`src/rtl/pico_pkg.sv`:
```
// Shared definitions for the pico-MIPS core: instruction classes, sequencer
// states and the default program address width.
package pico_pkg;

    localparam int ADDR_SZ = 6;

    typedef enum logic [2:0] {
        OP_ALU  = 3'd0,
        OP_MUL  = 3'd1,
        OP_BEQ  = 3'd2,
        OP_BNE  = 3'd3,
        OP_IN   = 3'd4,
        OP_JMP  = 3'd5,
        OP_HALT = 3'd6,
        OP_NOP  = 3'd7
    } op_class_e;

    typedef enum logic [1:0] {
        SEQ_RUN      = 2'd0,
        SEQ_MUL_WAIT = 2'd1,
        SEQ_IN_WAIT  = 2'd2,
        SEQ_HALT     = 2'd3
    } seq_state_e;

endpackage

```
`src/rtl/pc_sequencer.sv`:
```
// Instruction sequencer: chooses advance / relative branch / hold for the
// program counter each cycle, stalls for multiply and blocking input reads.
module pc_sequencer
    import pico_pkg::*;
#(
    parameter int AddrSz    = ADDR_SZ,
    parameter int MulCycles = 4
) (
    input  logic              clk,
    input  logic              reset,
    input  logic [2:0]        op,
    input  logic [AddrSz-1:0] imm_offset,
    input  logic              zero_flag,
    input  logic              in_valid,
    output logic              rel_branch,
    output logic [AddrSz-1:0] offset,
    output logic              reg_we,
    output logic              mul_busy,
    output logic              in_ack,
    output logic              halted
);

    localparam logic [1:0] ST_RUN      = SEQ_RUN;
    localparam logic [1:0] ST_MUL_WAIT = SEQ_MUL_WAIT;
    localparam logic [1:0] ST_IN_WAIT  = SEQ_IN_WAIT;
    localparam logic [1:0] ST_HALT     = SEQ_HALT;

    // Counter is loaded one below MulCycles so that the wait state lasts
    // exactly MulCycles cycles, the last of which (count 0) retires the result.
    localparam logic [3:0] MUL_LOAD = 4'(MulCycles - 1);

    logic [1:0]        state_r;
    logic [1:0]        next_state_s;
    logic [3:0]        count_r;
    logic [3:0]        next_count_s;
    logic              rel_branch_s;
    logic [AddrSz-1:0] offset_s;
    logic              reg_we_s;
    logic              mul_busy_s;
    logic              in_ack_s;
    logic              halted_s;

    // Next-state and output decode from state, op, zero_flag and in_valid.
    always_comb begin
        next_state_s = state_r;
        next_count_s = count_r;
        rel_branch_s = 1'b0;
        offset_s     = '0;
        reg_we_s     = 1'b0;
        mul_busy_s   = 1'b0;
        in_ack_s     = 1'b0;
        halted_s     = 1'b0;

        case (state_r)
            ST_RUN: begin
                case (op_class_e'(op))
                    OP_ALU: begin
                        reg_we_s = 1'b1;
                    end
                    OP_BEQ: begin
                        if (zero_flag) begin
                            rel_branch_s = 1'b1;
                            offset_s     = imm_offset;
                        end else begin
                            rel_branch_s = 1'b0;
                        end
                    end
                    OP_BNE: begin
                        if (!zero_flag) begin
                            rel_branch_s = 1'b1;
                            offset_s     = imm_offset;
                        end else begin
                            rel_branch_s = 1'b0;
                        end
                    end
                    OP_JMP: begin
                        rel_branch_s = 1'b1;
                        offset_s     = imm_offset;
                    end
                    OP_MUL: begin
                        rel_branch_s = 1'b1;
                        mul_busy_s   = 1'b1;
                        next_count_s = MUL_LOAD;
                        next_state_s = ST_MUL_WAIT;
                    end
                    OP_IN: begin
                        if (in_valid) begin
                            reg_we_s = 1'b1;
                            in_ack_s = 1'b1;
                        end else begin
                            rel_branch_s = 1'b1;
                            next_state_s = ST_IN_WAIT;
                        end
                    end
                    OP_HALT: begin
                        rel_branch_s = 1'b1;
                        next_state_s = ST_HALT;
                    end
                    OP_NOP: begin
                        reg_we_s = 1'b0;
                    end
                    default: begin
                        reg_we_s = 1'b0;
                    end
                endcase
            end

            ST_MUL_WAIT: begin
                mul_busy_s = 1'b1;
                if (count_r != 4'd0) begin
                    rel_branch_s = 1'b1;
                    next_count_s = count_r - 4'd1;
                end else begin
                    reg_we_s     = 1'b1;
                    next_state_s = ST_RUN;
                end
            end

            ST_IN_WAIT: begin
                if (in_valid) begin
                    reg_we_s     = 1'b1;
                    in_ack_s     = 1'b1;
                    next_state_s = ST_RUN;
                end else begin
                    rel_branch_s = 1'b1;
                end
            end

            ST_HALT: begin
                rel_branch_s = 1'b1;
                halted_s     = 1'b1;
            end

            default: begin
                // Unreachable encoding: hold the PC and recover to RUN.
                rel_branch_s = 1'b1;
                next_state_s = ST_RUN;
                next_count_s = 4'd0;
            end
        endcase
    end

    // State and multiply down-counter.
    always_ff @(posedge clk or posedge reset) begin
        if (reset) begin
            state_r <= ST_RUN;
            count_r <= 4'd0;
        end else begin
            state_r <= next_state_s;
            count_r <= next_count_s;
        end
    end

    assign rel_branch = rel_branch_s;
    assign offset     = offset_s;
    assign reg_we     = reg_we_s;
    assign in_ack     = in_ack_s;
    // The RUN decode of MUL would otherwise show mul_busy while reset is held.
    assign mul_busy   = mul_busy_s & ~reset;
    assign halted     = halted_s & ~reset;

endmodule

```
`config.mk`:
```
export PLATFORM = sky130hd
export DESIGN_NAME = pc_sequencer
export DESIGN_NICKNAME = d
export VERILOG_FILES = /design/src/rtl/pico_pkg.sv /design/src/rtl/pc_sequencer.sv
export SDC_FILE = /design/constraint.sdc
export NUM_CORES = 1
export LEC_CHECK = 0
export CAP_MARGIN = 0
export CORE_MARGIN = 5
export CORE_UTILIZATION = 46
export DETAILED_ROUTE_END_ITERATION = 6
export GPL_ROUTABILITY_DRIVEN = 0
export PLACE_DENSITY = 0.83
export SLEW_MARGIN = 20
export SYNTH_ARGS = -nofsm -noshare
export SYNTH_HDL_FRONTEND = slang
export SYNTH_SLANG_ARGS = --single-unit
```
`constraint.sdc`:
```
create_clock -name clk -period 3.1 [get_ports clk]
set_input_delay 0.31 -clock clk [delete_from_list [all_inputs] [get_ports clk]]
set_output_delay 0.31 -clock clk [all_outputs]
set_load 0.1 [all_outputs]
```
== Word-level counts from Yosys, hierarchy flattened ==
Cells that the tools add are included.

* Bitwise gates (word level): 3
* Reductions and logical operators: 8
* $add $sub $neg: 1
* Muxes and demuxes: 27
* Eq/ne operators: 15

{| class="wikitable"
|+ Operators by type and width
! kind !! count
|-
| two-way mux 6 bit || 3
|-
| case mux 6 bit (3 select lines) || 1
|-
| case mux 2 bit (3 select lines) || 2
|-
| == test 3 bit (second input constant) || 3
|-
| two-way mux 1 bit || 9
|-
| two-way mux 4 bit || 2
|-
| case mux 1 bit (4 select lines) || 2
|-
| case mux 4 bit (2 select lines) || 1
|-
| == test 3 x 2 -> 1 bit (second input constant) || 2
|-
| two-way mux 2 bit || 3
|-
| != test 2 bit (second input constant) || 3
|-
| case mux 1 bit (2 select lines) || 3
|-
| AND reduction 5 bit || 1
|-
| == test 2 bit (second input constant) || 2
|-
| != test 4 x 1 -> 1 bit (second input constant) || 1
|-
| nonzero test 4 bit || 1
|-
| subtractor 4 x 1 -> 4 bit (second input constant) || 1
|-
| == test 3 x 1 -> 1 bit (second input constant) || 1
|-
| logical NOT 3 bit || 1
|-
| != test 3 bit (second input constant) || 1
|-
| case mux 1 bit (3 select lines) || 1
|-
| AND reduction 3 bit || 1
|-
| nonzero test 3 bit || 1
|-
| OR reduction 3 bit || 1
|-
| other kinds (6) || 7
|}

* Input port bits: 13
* Bits in registers: 6
* Logic and storage cells: 56

== Depth between registers and ports, before layout ==
* Word-level depth: 4
* Mapped depth: 6

== Worst setup path after synthesis ==
OpenSTA, ideal clock, no wires.

* Kind: reg-to-output
* Start: register count_r[0]
* End: output port reg_we
* Path slack: 0.058 ns
* Arrival time: 2.732 ns
* Required time: 2.790 ns
* Stages on the path, launching flop included: 6
* Path buffers: 0
* Cells stage by stage: dfrtp_1 -> inv_1 -> ha_1 -> or3b_1 -> or2_1 -> a31oi_1

* Word-level cells in the longest chain between the ends: 3

{| class="wikitable"
|+ Ends and longest elaborated chain
! what !! line !! RTL
|-
| from (decl) || pc_sequencer.sv:34 || <nowiki>logic [3:0] count_r;</nowiki>
|-
| from (signal assigned) || pc_sequencer.sv:150 || <nowiki>count_r <= next_count_s;</nowiki>
|-
| nonzero test 4 bit || pc_sequencer.sv:110 || <nowiki>if (count_r != 4'd0) begin</nowiki>
|-
| two-way mux 1 bit || pc_sequencer.sv:110 ||
|-
| case mux 1 bit (3 select lines) || pc_sequencer.sv:54 || <nowiki>case (state_r)</nowiki>
|-
| to (decl) || pc_sequencer.sv:17 || <nowiki>output logic reg_we,</nowiki>
|}

Every way passes these cells.

== Final worst setup path ==
Ends and elaborated chain as after synthesis.

==> results <==
- Hold is met by 0.3313 ns.
- The pre-antenna-repair detailed-routing pass consisted of 4 iterations.
- The count of instances resized after the clock tree is built is 0.
- The number of max-slew violations in the final report is 0.
- The initial antenna violation count is 0.
- The commonest cells after synthesis are 11 x nor2_1, 7 x inv_1, 6 x a21oi_1, 6 x and3_1, 6 x dfrtp_1.
- The post-synthesis average cell area is 7.955 µm².
- After routing the design area is 873.3 µm².
- The latest clock arrival within the worst-skew pair is approximately 0.24 ns.
- The first routing iteration left 19 violations.
- Yosys mapped the design onto 31 distinct sky130hd cell types.
- The number of instances in the synthesized netlist is 81.
- In this run the cell area of the synthesized design comes to roughly 640 µm².
- The first-pass GRT wire length is 2.525 mm.
- The dominant synthesized flop cell is dfrtp_1.
- In the finished design, the share of the clock period the worst path needs comes to ~75%.
- The net total in the final layout is 125.
- The master of the slowest instance on the critical path is dfrtp_1.
- After detailed routing, the average wire length per cell comes to roughly 13 µm.
- The number of placed I/O pins is 24.
- The number of enable-type register cells in the synthesized netlist is 0.
- The class of the tightest hold or removal check is in2async.
- IR analysis of the VDD net gives a maximum drop of 0.7101 mV.
- For this run, design rule violations remaining after detail routing come to 0.
- Across every metal layer, demand over resource in global routing totals 15.64%.
- Post-CTS timing repair inserted 0 buffers for setup.
- The post-synthesis register bit count is 6.
- The critical path is of the reg2out type.
- The type of destination of the critical path is an output pin.
- Compared with the post-synthesis result, the final layout area differs by 35.53%.
- The CTS tree is done.
- The worst-margin pin slew is 0.5092 ns.
- For this design the ratio of total power to cell area is 1064 nW/µm².
- Entering global routing, the biggest net connects 17 pins.
- The area of the die is 2249 µm².
- The worst path in the final design needs a cycle of between 2 and 2.5 ns, including I/O delays and setup.
- The buffer levels on the longest clock path is 2.
- The number of clock buffers added by TritonCTS is 3.
- 0 antenna diodes ended up in the layout.
- The flow ran to the end, and the final reports show no timing, DRC or antenna violations.
- The core box area is 1318 µm².
- The maximum clock skew at final layout is 0.003170 ns.
- The share of layout cells above drive strength 1 is 19.05%.
- By instance count, the leading cell after synthesis is nor2_1.
- The arrival time at the worst endpoint is approximately 2.0 ns.
- The die is 47.43 µm tall.
- The maximum level of the CTS H-tree is 1.
- For this configuration, the core starts out at a cell density of 48.91%.
- Across the run, the number of max-cap violations was 0.
- Buffers inserted to repair hold after CTS numbered 0.
- The number of nets produced by synthesis is 99.
- The number of endpoints with negative hold slack in the final report is 0.
- The number of global-route vias before repair is ~610.
- Global routing finished with a remaining overflow of 0.
- After routing, the total negative slack on setup checks comes to 0 ns.
- Yosys printed 0 warnings.
- Using the TritonRoute via totals, the vias-per-cell ratio works out to 5.375.
- The clock-pin slew reported for the worst setup and hold paths after clock tree synthesis is 0.04 ns.
- Timing would allow up to 0.4312 GHz.
- The fraction of post-synthesis cell area in the top cell type by area is 23.30%.
- Once detail routing completed, the nets flagged for antenna violations numbered 0.
- Along the worst path, the maximum fanout reaches 4.
- The kind of start point of the critical path is a flop.
- The worst endpoint required time is around 2.8 ns.
- From left edge to right edge, the die measures 47.43 µm.
- The wire length reported by the detailed router is ~1.5 mm.
- The number of buffers added on ports is 23.
- Yosys attributes the largest share of cell area to dfrtp_1 23%, ha_1 9.7%, nor2_1 6.4%.
- The floorplan has 13 rows.
- Setup violations remaining at the end of the flow were counted as 0.
- The sequential fraction of the synthesis area is 23.30%.
- Setup repair after global routing left no endpoint under its margin.
- Of all cell types, the one taking the most synthesized area is dfrtp_1.
- For this run, the slowest stage of the critical path takes 0.40 ns.
- The final HPWL from detailed placement is 1.218 mm.
- The critical path goes through inv_1, ha_1, or3b_1, or2_1, a31oi_1, buf_4.
- For this design the static power due to leakage is 0.4404 nW.
- The number of sinks driven by the clock tree is 6.
- The instance area at placement is 850.8 µm².
- Headroom to the max-slew limit came out at 66.05%.
- In this run the clock root is driven by a clkbuf_4.
- The fraction of synthesis flops using an asynchronous set or reset pin is between 90% and 100%.
- Across all layers, the routed design uses 645 vias.
-- area by class of cell --
type                    instances  area (µm²)
multi-input cells              66       452.9
clock buffers                   3       22.52
fillers                       136       444.2
inverters                       7       26.28
flip-flops and latches          6       150.1
repair buffers                 23       202.7
well taps                      15       18.77
-- final timing paths --
| path | start | endpoint | slack [ns] | cells after the start |
|---|---|---|---|---|
| worst max-delay path | count_r[0] | reg_we | 0.78 | 6 |
| min in group clk | count_r[0] | count_r[0] | 0.51 | 1 |
| worst max register to register | count_r[0] | state_r[0] | 1.34 | 6 |
| worst min-delay path | reset | count_r[0] | 0.33 | 2 |
| worst min register to register | count_r[0] | count_r[0] | 0.51 | 1 |
| max in group asynchronous | reset | count_r[3] | 2.59 | 2 |
-- power by group --
part | switching [mW] | leakage, nW | internal, mW | total (mW)
clock network | 0.0247 | 0.0138 | 0.0436 | 0.0682
registers | 0.0338 | 0.0751 | 0.115 | 0.149
logic | 0.497 | 0.352 | 0.215 | 0.712
total | 0.556 | 0.440 | 0.374 | 0.929
-- per-stage QoR --
step | cells | setup WS [ns] | utilization, % | power, mW
2_1_floorplan | 81 | 0.05822 | - | 0.7215
6_report | 120 | 0.7809 | 66.29 | 0.9292
4_1_cts | 120 | 0.7659 | 66.29 | 0.9346
3_5_place_dp | 117 | 0.8432 | 64.58 | 0.8609
5_1_grt | 120 | 0.6087 | 66.29 | 0.9995
3_3_place_gp | 117 | 0.9600 | 64.58 | 0.8477
-- kinds of logic after synthesis --
group                    synth area share [%]
adder cells (fa/ha/maj)                 9.709
buffers and inverters                   6.408
AND/OR/NAND/NOR                         33.98
AO/OA/AOI/OAI                           16.89
flip-flops                              23.30
multiplexers                            9.709
-- layer usage --
metal,global-route usage (%),up-vias,routed length (µm)
met5,0,-,0
met4,8.287,0,0
met3,2.256,0,158
met2,26.74,25,688
met1,18.76,290,680
li1,-,330,-
-- cell usage in the layout (no fill, tap or decap) --
| master | n |
|---|---|
| or2_1 | 1 |
| nand2_2 | 1 |
| nand3_1 | 1 |
| nor3_1 | 1 |
| a21oi_1 | 6 |
| a21o_1 | 1 |
| nor3b_2 | 1 |
| and3_1 | 6 |
| clkdlybuf4s50_1 | 12 |
| clkbuf_4 | 3 |
| mux2i_1 | 4 |
| nor2b_1 | 2 |
| mux2_1 | 2 |
| nand2_1 | 4 |
| a31oi_1 | 2 |
| buf_4 | 11 |
| and2_1 | 2 |
| or3_1 | 1 |
| nand4b_1 | 1 |
| dfrtp_1 | 6 |
| nand2b_1 | 2 |
| ha_1 | 5 |
| nand3b_1 | 1 |
| o21ai_0 | 2 |
| o21ai_1 | 4 |
| inv_1 | 7 |
| nand3_2 | 1 |
| or3b_4 | 1 |
| o211ai_2 | 1 |
| nor2_1 | 11 |
| o41ai_2 | 1 |
| or3b_1 | 1 |
-- registers in the layout (all words and copies together) (netlist names) --
register and count:
count_r 4, state_r 2
-- worst max-delay path, delay by kind of cell (launching register included) --
family	cells	cell delay, ns
flip-flops	1	0.40
AND/OR/NAND/NOR	2	0.67
adder cells (fa/ha/maj)	1	0.18
AO/OA/AOI/OAI	1	0.14
buffers and inverters	2	0.38
Power figures use the tool's default switching activity.
